--- config.mk ---
export PLATFORM = sky130hd
export DESIGN_NAME = sam_bus_master
export DESIGN_NICKNAME = d
export VERILOG_FILES = /design/src/rtl/sam_bus_master.sv
export SDC_FILE = /design/constraint.sdc
export NUM_CORES = 1
export LEC_CHECK = 0
export CORE_MARGIN = 3
export CORE_UTILIZATION = 39
export DETAILED_ROUTE_END_ITERATION = 12
export SLEW_MARGIN = 20
export SYNTH_ARGS = -nofsm -noshare
export SYNTH_HDL_FRONTEND = slang
export SYNTH_SLANG_ARGS = --single-unit
--- constraint.sdc ---
create_clock -name clk_usb -period 3.53 [get_ports clk_usb]
set_input_delay 0.706 -clock clk_usb [delete_from_list [all_inputs] [get_ports clk_usb]]
set_output_delay 0.706 -clock clk_usb [all_outputs]
set_load 0.02 [all_outputs]
--- src/rtl/sam_bus_master.sv ---
// Initiator for the SAM3U parallel register bus: address-latch cycle followed by
// a burst of read or write byte strobes with parameterised setup/strobe/hold timing.
module sam_bus_master #(
    parameter int pSETUP  = 1,
    parameter int pSTROBE = 2,
    parameter int pHOLD   = 1,
    parameter int pTURN   = 1
) (
    input  logic        clk_usb,
    input  logic        reset_i,
    input  logic        cmd_valid,
    output logic        cmd_ready,
    input  logic        cmd_write,
    input  logic [7:0]  cmd_addr,
    input  logic [15:0] cmd_len,
    input  logic        wr_valid,
    output logic        wr_ready,
    input  logic [7:0]  wr_data,
    output logic [7:0]  rd_data,
    output logic        rd_valid,
    output logic        busy,
    output logic        done,
    output logic [7:0]  USB_Addr,
    output logic [7:0]  USB_D_out,
    output logic        USB_D_oe,
    input  logic [7:0]  USB_D_in,
    output logic        USB_ALEn,
    output logic        USB_CEn,
    output logic        USB_RDn,
    output logic        USB_WRn
);

    typedef enum logic [3:0] {
        S_IDLE, S_A_SETUP, S_A_STROBE, S_A_HOLD, S_WAIT_DATA,
        S_D_SETUP, S_D_STROBE, S_D_HOLD, S_TURN
    } state_t;

    // Phase counter is loaded with (duration - 1) and the phase ends when it reaches zero.
    localparam logic [15:0] SETUP_LD  = 16'(pSETUP - 1);
    localparam logic [15:0] STROBE_LD = 16'(pSTROBE - 1);
    localparam logic [15:0] HOLD_LD   = 16'(pHOLD - 1);
    localparam logic [15:0] TURN_LD   = 16'(pTURN - 1);

    state_t      state_reg, state_next;
    logic [15:0] phase_cnt_reg, phase_cnt_next;
    logic [15:0] bytes_reg, bytes_next;
    logic        write_reg;
    logic [7:0]  addr_reg;
    logic [7:0]  dout_reg;
    logic [7:0]  rd_data_reg;
    logic        rd_valid_reg, rd_valid_next;
    logic        busy_reg, busy_next;
    logic        done_reg, done_next;
    logic        cen_reg, cen_next;
    logic        ale_reg, ale_next;
    logic        rdn_reg, rdn_next;
    logic        wrn_reg, wrn_next;
    logic        oe_reg, oe_next;
    logic        phase_end;
    logic        cmd_accept;
    logic        wr_accept;

    assign cmd_ready  = (state_reg == S_IDLE);
    assign wr_ready   = (state_reg == S_WAIT_DATA);
    assign cmd_accept = cmd_valid && cmd_ready;
    assign wr_accept  = wr_valid && wr_ready;
    assign phase_end  = (phase_cnt_reg == 16'd0);

    // State register
    always_ff @(posedge clk_usb) begin
        if (reset_i) begin
            state_reg     <= S_IDLE;
            phase_cnt_reg <= 16'd0;
            bytes_reg     <= 16'd0;
        end else begin
            state_reg     <= state_next;
            phase_cnt_reg <= phase_cnt_next;
            bytes_reg     <= bytes_next;
        end
    end

    // Next-state logic
    always_comb begin
        state_next     = state_reg;
        phase_cnt_next = phase_cnt_reg - 16'd1;
        bytes_next     = bytes_reg;
        case (state_reg)
            S_IDLE: begin
                phase_cnt_next = phase_cnt_reg;
                if (cmd_valid) begin
                    state_next     = S_A_SETUP;
                    phase_cnt_next = SETUP_LD;
                    bytes_next     = cmd_len;
                end
            end
            S_A_SETUP: if (phase_end) begin
                state_next     = S_A_STROBE;
                phase_cnt_next = STROBE_LD;
            end
            S_A_STROBE: if (phase_end) begin
                state_next     = S_A_HOLD;
                phase_cnt_next = HOLD_LD;
            end
            S_A_HOLD: if (phase_end) begin
                if (bytes_reg == 16'd0) begin
                    state_next     = S_TURN;
                    phase_cnt_next = TURN_LD;
                end else if (write_reg) begin
                    state_next     = S_WAIT_DATA;
                    phase_cnt_next = phase_cnt_reg;
                end else begin
                    state_next     = S_D_SETUP;
                    phase_cnt_next = SETUP_LD;
                end
            end
            S_WAIT_DATA: begin
                phase_cnt_next = phase_cnt_reg;
                if (wr_valid) begin
                    state_next     = S_D_SETUP;
                    phase_cnt_next = SETUP_LD;
                end
            end
            S_D_SETUP: if (phase_end) begin
                state_next     = S_D_STROBE;
                phase_cnt_next = STROBE_LD;
            end
            S_D_STROBE: if (phase_end) begin
                state_next     = S_D_HOLD;
                phase_cnt_next = HOLD_LD;
            end
            S_D_HOLD: if (phase_end) begin
                if (bytes_reg != 16'd0)
                    bytes_next = bytes_reg - 16'd1;
                if (bytes_reg <= 16'd1) begin
                    state_next     = S_TURN;
                    phase_cnt_next = TURN_LD;
                end else if (write_reg) begin
                    state_next     = S_WAIT_DATA;
                    phase_cnt_next = phase_cnt_reg;
                end else begin
                    state_next     = S_D_SETUP;
                    phase_cnt_next = SETUP_LD;
                end
            end
            S_TURN: if (phase_end) begin
                state_next     = S_IDLE;
                phase_cnt_next = 16'd0;
            end
            default: begin
                state_next     = S_IDLE;
                phase_cnt_next = 16'd0;
            end
        endcase
    end

    // Output logic: decoded from the upcoming state so the registered pins line up with it.
    always_comb begin
        cen_next      = 1'b1;
        ale_next      = 1'b1;
        rdn_next      = 1'b1;
        wrn_next      = 1'b1;
        oe_next       = 1'b0;
        busy_next     = (state_next != S_IDLE);
        done_next     = (state_next == S_TURN) && (state_reg != S_TURN);
        rd_valid_next = (state_reg == S_D_STROBE) && (state_next == S_D_HOLD) && !write_reg;
        case (state_next)
            S_A_SETUP, S_A_HOLD, S_WAIT_DATA: cen_next = 1'b0;
            S_A_STROBE: begin
                cen_next = 1'b0;
                ale_next = 1'b0;
            end
            S_D_SETUP, S_D_HOLD: begin
                cen_next = 1'b0;
                oe_next  = write_reg;
            end
            S_D_STROBE: begin
                cen_next = 1'b0;
                oe_next  = write_reg;
                wrn_next = !write_reg;
                rdn_next = write_reg;
            end
            default: ;
        endcase
    end

    // Registered outputs and captured transaction data
    always_ff @(posedge clk_usb) begin
        if (reset_i) begin
            write_reg    <= 1'b0;
            addr_reg     <= 8'd0;
            dout_reg     <= 8'd0;
            rd_data_reg  <= 8'd0;
            rd_valid_reg <= 1'b0;
            busy_reg     <= 1'b0;
            done_reg     <= 1'b0;
            cen_reg      <= 1'b1;
            ale_reg      <= 1'b1;
            rdn_reg      <= 1'b1;
            wrn_reg      <= 1'b1;
            oe_reg       <= 1'b0;
        end else begin
            if (cmd_accept) begin
                write_reg <= cmd_write;
                addr_reg  <= cmd_addr;
            end
            if (wr_accept)
                dout_reg <= wr_data;
            if (rd_valid_next)
                rd_data_reg <= USB_D_in;
            rd_valid_reg <= rd_valid_next;
            busy_reg     <= busy_next;
            done_reg     <= done_next;
            cen_reg      <= cen_next;
            ale_reg      <= ale_next;
            rdn_reg      <= rdn_next;
            wrn_reg      <= wrn_next;
            oe_reg       <= oe_next;
        end
    end

    assign rd_data   = rd_data_reg;
    assign rd_valid  = rd_valid_reg;
    assign busy      = busy_reg;
    assign done      = done_reg;
    assign USB_Addr  = addr_reg;
    assign USB_D_out = dout_reg;
    assign USB_D_oe  = oe_reg;
    assign USB_ALEn  = ale_reg;
    assign USB_CEn   = cen_reg;
    assign USB_RDn   = rdn_reg;
    assign USB_WRn   = wrn_reg;

endmodule

### Yosys cells after proc, flatten, opt, wreduce, memory -nomap -nowiden

Cells that the tools add are included.

* register bits: 69
* bits of input ports: 45
* output and inout bits: 34
* logic and storage cells: 90

* add/sub/neg operators: 2
* order comparisons: 1
* equality and inequality tests: 21
* multiplexer cells: 29
* bitwise operators: 2
* reductions and logical operators: 20

Operators with widths (count)
* 2-to-1 mux 16 bit: 12
* case mux 16 bit (6 select lines): 1
* 2-to-1 mux 4 bit: 11
* case mux 4 bit (9 select lines): 1
* == test 4 x 3 -> 1 bit, second input constant: 8
* logical NOT 16 bit: 2
* case mux 16 bit (2 select lines): 1
* subtractor 16 x 1 -> 16 bit, second input constant: 2
* == test 4 x 2 -> 1 bit, second input constant: 4
* less-or-equal comparator 16 x 1 -> 1 bit, second input constant: 1
* nonzero test 16 bit: 1
* == test 4 x 1 -> 1 bit, second input constant: 2
* == test 4 bit, second input constant: 2
* inequality test 2 bit, second input constant: 4
* OR reduction 7 bit: 1
* OR reduction 2 bit: 3
* OR reduction 3 bit: 2
* logical AND 1 bit: 5
* logical NOT 4 bit: 1
* inequality test 4 bit, second input constant: 1
* AND reduction 4 bit: 1
* nonzero test 4 bit: 1
* 2-to-1 mux 1 bit: 3
* NOT 1 bit: 2
* other kinds (3): 3

### Depth between registers and ports, before layout

* depth after elaboration: 8
* depth in mapped cells: 9
* depth with buffers taken out: 8

### Worst setup path before layout

No wires, ideal clock.

* path type: reg2reg
* start point: reg state_reg[3]
* end point: reg bytes_reg[1]
* data arrival time: 2.102 ns
* required time: 3.396 ns
* setup slack: 1.294 ns
* stages on the path, launching flop included: 8
* path buffers: 2
* period minus slack after synthesis: 2.236 ns
* cell sequence: dfxtp_1 -> buf_2 -> nor4_1 -> and2_0 -> a31oi_1 -> buf_4 -> a211oi_1 -> a211oi_1

* cells in the longest elaborated chain, start to end: 3
* elaborated cells on any way between the ends: 8
* classes of those cells: eq/ne (4); mux (1); reduce/logical (3)

RTL lines
* from (decl): RTL line 44 `state_t state_reg, state_next;`
* from (signal assigned): RTL line 76 `state_reg <= state_next;`
* logical NOT 4 bit *
* named net cmd_ready: RTL line 12 `output logic cmd_ready,`
* inequality test 2 bit (no line) / nonzero test 2 bit (equally long branches)
* AND reduction 4 bit (no line)
* to (signal assigned): RTL line 78 `bytes_reg <= bytes_next;`
* to (decl): RTL line 46 `logic [15:0] bytes_reg, bytes_next;`

Mark *: on every way through the listed nets, which the timed path passes. The rest lies on a longest branch.
A chain may end at the register's enable or synchronous reset.

### Worst setup path in the final report

* start point: reg state_reg[3]
* end point: out cmd_ready

* cells in the longest elaborated chain, start to end: 1

RTL lines
* logical NOT 4 bit: RTL line 63 `assign cmd_ready = (state_reg == S_IDLE);`
* to (decl): RTL line 12

Every way passes these cells.

==> impl_metrics.tcl <==
set metrics [dict create \
    outcome "complete, no violations" \
    setup.worst_path.class "reg2out" \
    yosys_register_bits 69 \
    die_area_mm2 0.00987 \
    final_hold_viol_count 0 \
    cell_area_synth_mm2 0.00340 \
    pin_count_of_the_biggest_net_entering_global_routing 34 \
    drt-pass1-iter-count 4 \
    holdBufCountCts 0 \
    timing.final.max_slew_violations 0 \
    placedInstanceArea_mm2 0.00427 \
    post_cts.repair.setup_buffers 0 \
    boundaryPins 79 \
    via_count_of_the_first_global_routing_pass 3180 \
    global_route.overflow_total 0 \
    synth_top_cells_by_area "dfxtp_1 (41%), nor2_1 (6.2%), nand2_1 (5.7%), mux2i_1 (5.0%), a21oi_1 (4.6%)" \
    cp-end-kind "output port" \
    grt_first_pass_wirelength_um 15200 \
    seq_area_frac_synth_pct 40.6 \
    layout.nets 539 \
    synth-warning-count 0 \
    initial_core_util_pct 40.8 \
    drt-wirelength-per-cell_um 14.9 \
    power.density_cell_area_mw_per_mm2 805 \
    buffers_from_clock_root_to_sink_at_most 2 \
    crit_required_ps 2820 \
    worst_slew_pin_slew_ps 876 \
    grt_util_all_layers_pct 18.8 \
    numCtsBuffers 9 \
    synth.distinct_cells 65 \
    final_cell_count_no_fill 600 \
    place_ws_ps 846 \
    die_h_um 99.4 \
    fmaxAchievable_mhz 352 \
    antenna_cells_inserted 0 \
    num_vias 3264 \
    top_fanout_value_on_the_critical_path 19 \
    worst_setup_start_kind "flop" \
    hold_path_class "reg2reg" \
    max_cap_viol_count 0 \
    later_pin_clock_latency_in_the_skew_report_ps 340 \
    setup_violations_final 0 \
    synth_enable_flop_cells 0 \
    worst_ir_drop_vdd_v 0.000368 \
    floorplan.rows 33 \
    drive_gt1_share_pct 7.88 \
    fin_crit_sh_pct 80.4 \
    post-route-cell-area_mm2 0.00446 \
    startpoint "state_reg[3]" \
    clockRootBuffer "clkbuf_8" \
    finalWorstSetupSlack_ps 692 \
    rr_startpoint "bytes_reg[2]" \
    hpwlAfterDp_um 6330 \
    yosysTopAreaCell "dfxtp_1" \
    clock_skew_ps 7.12 \
    yosysTopAreaCellShare_pct 40.6 \
    p_leak_nw 1.65 \
    number_of_port_buffers 78 \
    critPathArrivalTime_ps 2130 \
    dominantRegCellSynth "dfxtp_1" \
    async_reset_ff_share_pct 0 \
    antenna_violations_before_repair 0 \
    synthesis.nets 464 \
    nFillCells 822 \
    clock_tree_from_tritoncts "yes" \
    core_mm2 0.00834 \
    rsz0062_at_grt "false" \
    setup_tns_ps 0 \
    netlist_instances 415 \
    timing.final.crit_period_ps 2840 \
    gp_routability_congestion 0.823 \
    first_iter_violations 148 \
    place.detailed.instances 584 \
    synth_area_per_cell_um2 8.19 \
    gates_resized_cts_repair 0 \
    worst_slew_margin_rel_pct 41.3 \
    drcViolationCount 0 \
    cts-htree-levels 3 \
    dieWidth_um 99.4 \
    area_growth_pct 31.1 \
    vias_per_cell 5.44 \
    hold_path.startpoint "USB_Addr[3]" \
    routed_wl_um 8930 \
    clock_pin_slew_on_the_worst_setup_and_hold_paths_ps 80 \
    ant_nets 0 \
    cts.sinks 69 \
]
[power breakdown]
group | internal [W] | switching [W] | leakage [nW] | total [W]
combinational | 0.000711 | 0.00113 | 0.994 | 0.00185
clock | 0.000325 | 0.000304 | 0.0923 | 0.000629
sequential | 0.000935 | 0.000180 | 0.563 | 0.00112
total | 0.00197 | 0.00162 | 1.65 | 0.00359
[layout make-up]
class                      instances  area (µm²)  share of cell area (%)
sequential                        69        1380                    31.0
timing repair buffer              84         821                    18.4
multi-input combinational        317        1900                    42.6
inverter                           9        33.8                   0.758
clock inverter                     6        63.8                    1.43
tap                              105         131                    2.95
clock buffer                      10         128                    2.86
[path summary, 6_finish.rpt]
kind / to / slack [ps] / cells after the start
max: cmd_ready / 690 / 2
min: USB_Addr[3] / 460 / 2
max reg2reg: bytes_reg[14] / 820 / 6
min reg2reg: USB_Addr[3] / 460 / 2
[kinds of logic (layout without fill, tap and decap cells)]
group	after synthesis	after routing	share of synthesized area (%)
compound gates	100	100	19.1
buf+inv	29	109	3.50
flops	69	69	40.6
mux	18	18	5.34
simple gates	189	189	28.4
fa+ha+maj	4	4	1.47
xor+xnor	6	6	1.55
[synthesized netlist by cell type (2+ instances only)]
cell type / instances
a21oi_1: 31
a22oi_1: 3
o31ai_1: 4
nor4_1: 6
nand3b_1: 2
nand3_1: 9
clkbuf_1: 15
a31oi_1: 6
nand2b_1: 5
a311oi_1: 3
ha_1: 4
o21ai_0: 18
nor3b_1: 4
nor2_1: 56
inv_1: 9
o211ai_1: 7
buf_2: 2
nor3_1: 17
dfxtp_1: 69
or3_1: 9
mux2i_1: 17
or2_2: 2
nand2_1: 52
a2bb2oi_1: 2
or4_1: 5
buf_4: 2
a211oi_1: 6
xor2_1: 6
nand4_1: 5
a32oi_1: 3
a31o_2: 2
[per-layer routing]
metal	part of all wire (%)	vias to the layer above	routed length [µm]	GRT usage [%]
met3	5.5	7	492	6.80
met5	0	-	0	0
met1	47	1528	4180	24.0
met2	47	63	4180	29.4
met4	0.90	0	80	6.20
li1	-	1666	-	-
[stage by stage]
step / utilization [%] / power [W] / hold WS [ps]
detailed placement: 51.2 / 0.00296 / 448
CTS: 53.5 / 0.00361 / 463
floorplan: - / 0.00247 / 397
finish: 53.5 / 0.00359 / 458
global placement: 51.2 / 0.00294 / 441
global route: 53.5 / 0.00390 / 473
[worst max-delay path, stage by stage (launching register included)]
cell and delay [ps]:
dfxtp_1 500, nor4_1 560, clkdlybuf4s50_1 730
[layout by cell type, fill, tap and decap left out, types with 3 or more instances in the layout]
cell	Yosys	final
dfxtp_1	69	69
or4_1	5	5
nand3_1	9	9
a311oi_1	3	3
nand4_1	5	5
a31oi_1	6	6
o31ai_1	4	4
clkbuf_8	0	9
a22oi_1	3	3
xor2_1	6	6
o21ai_0	18	18
nor2_1	56	56
nor4_1	6	6
nor3_1	17	17
clkdlybuf4s50_1	0	77
mux2i_1	17	17
inv_1	9	9
o211ai_1	7	7
a211oi_1	6	6
nand2b_1	5	5
a21oi_1	31	31
a32oi_1	3	3
ha_1	4	4
or3_1	9	9
buf_4	2	6
nor3b_1	4	4
nand2_1	52	52
Note: power is estimated with default switching activity, not from simulation.
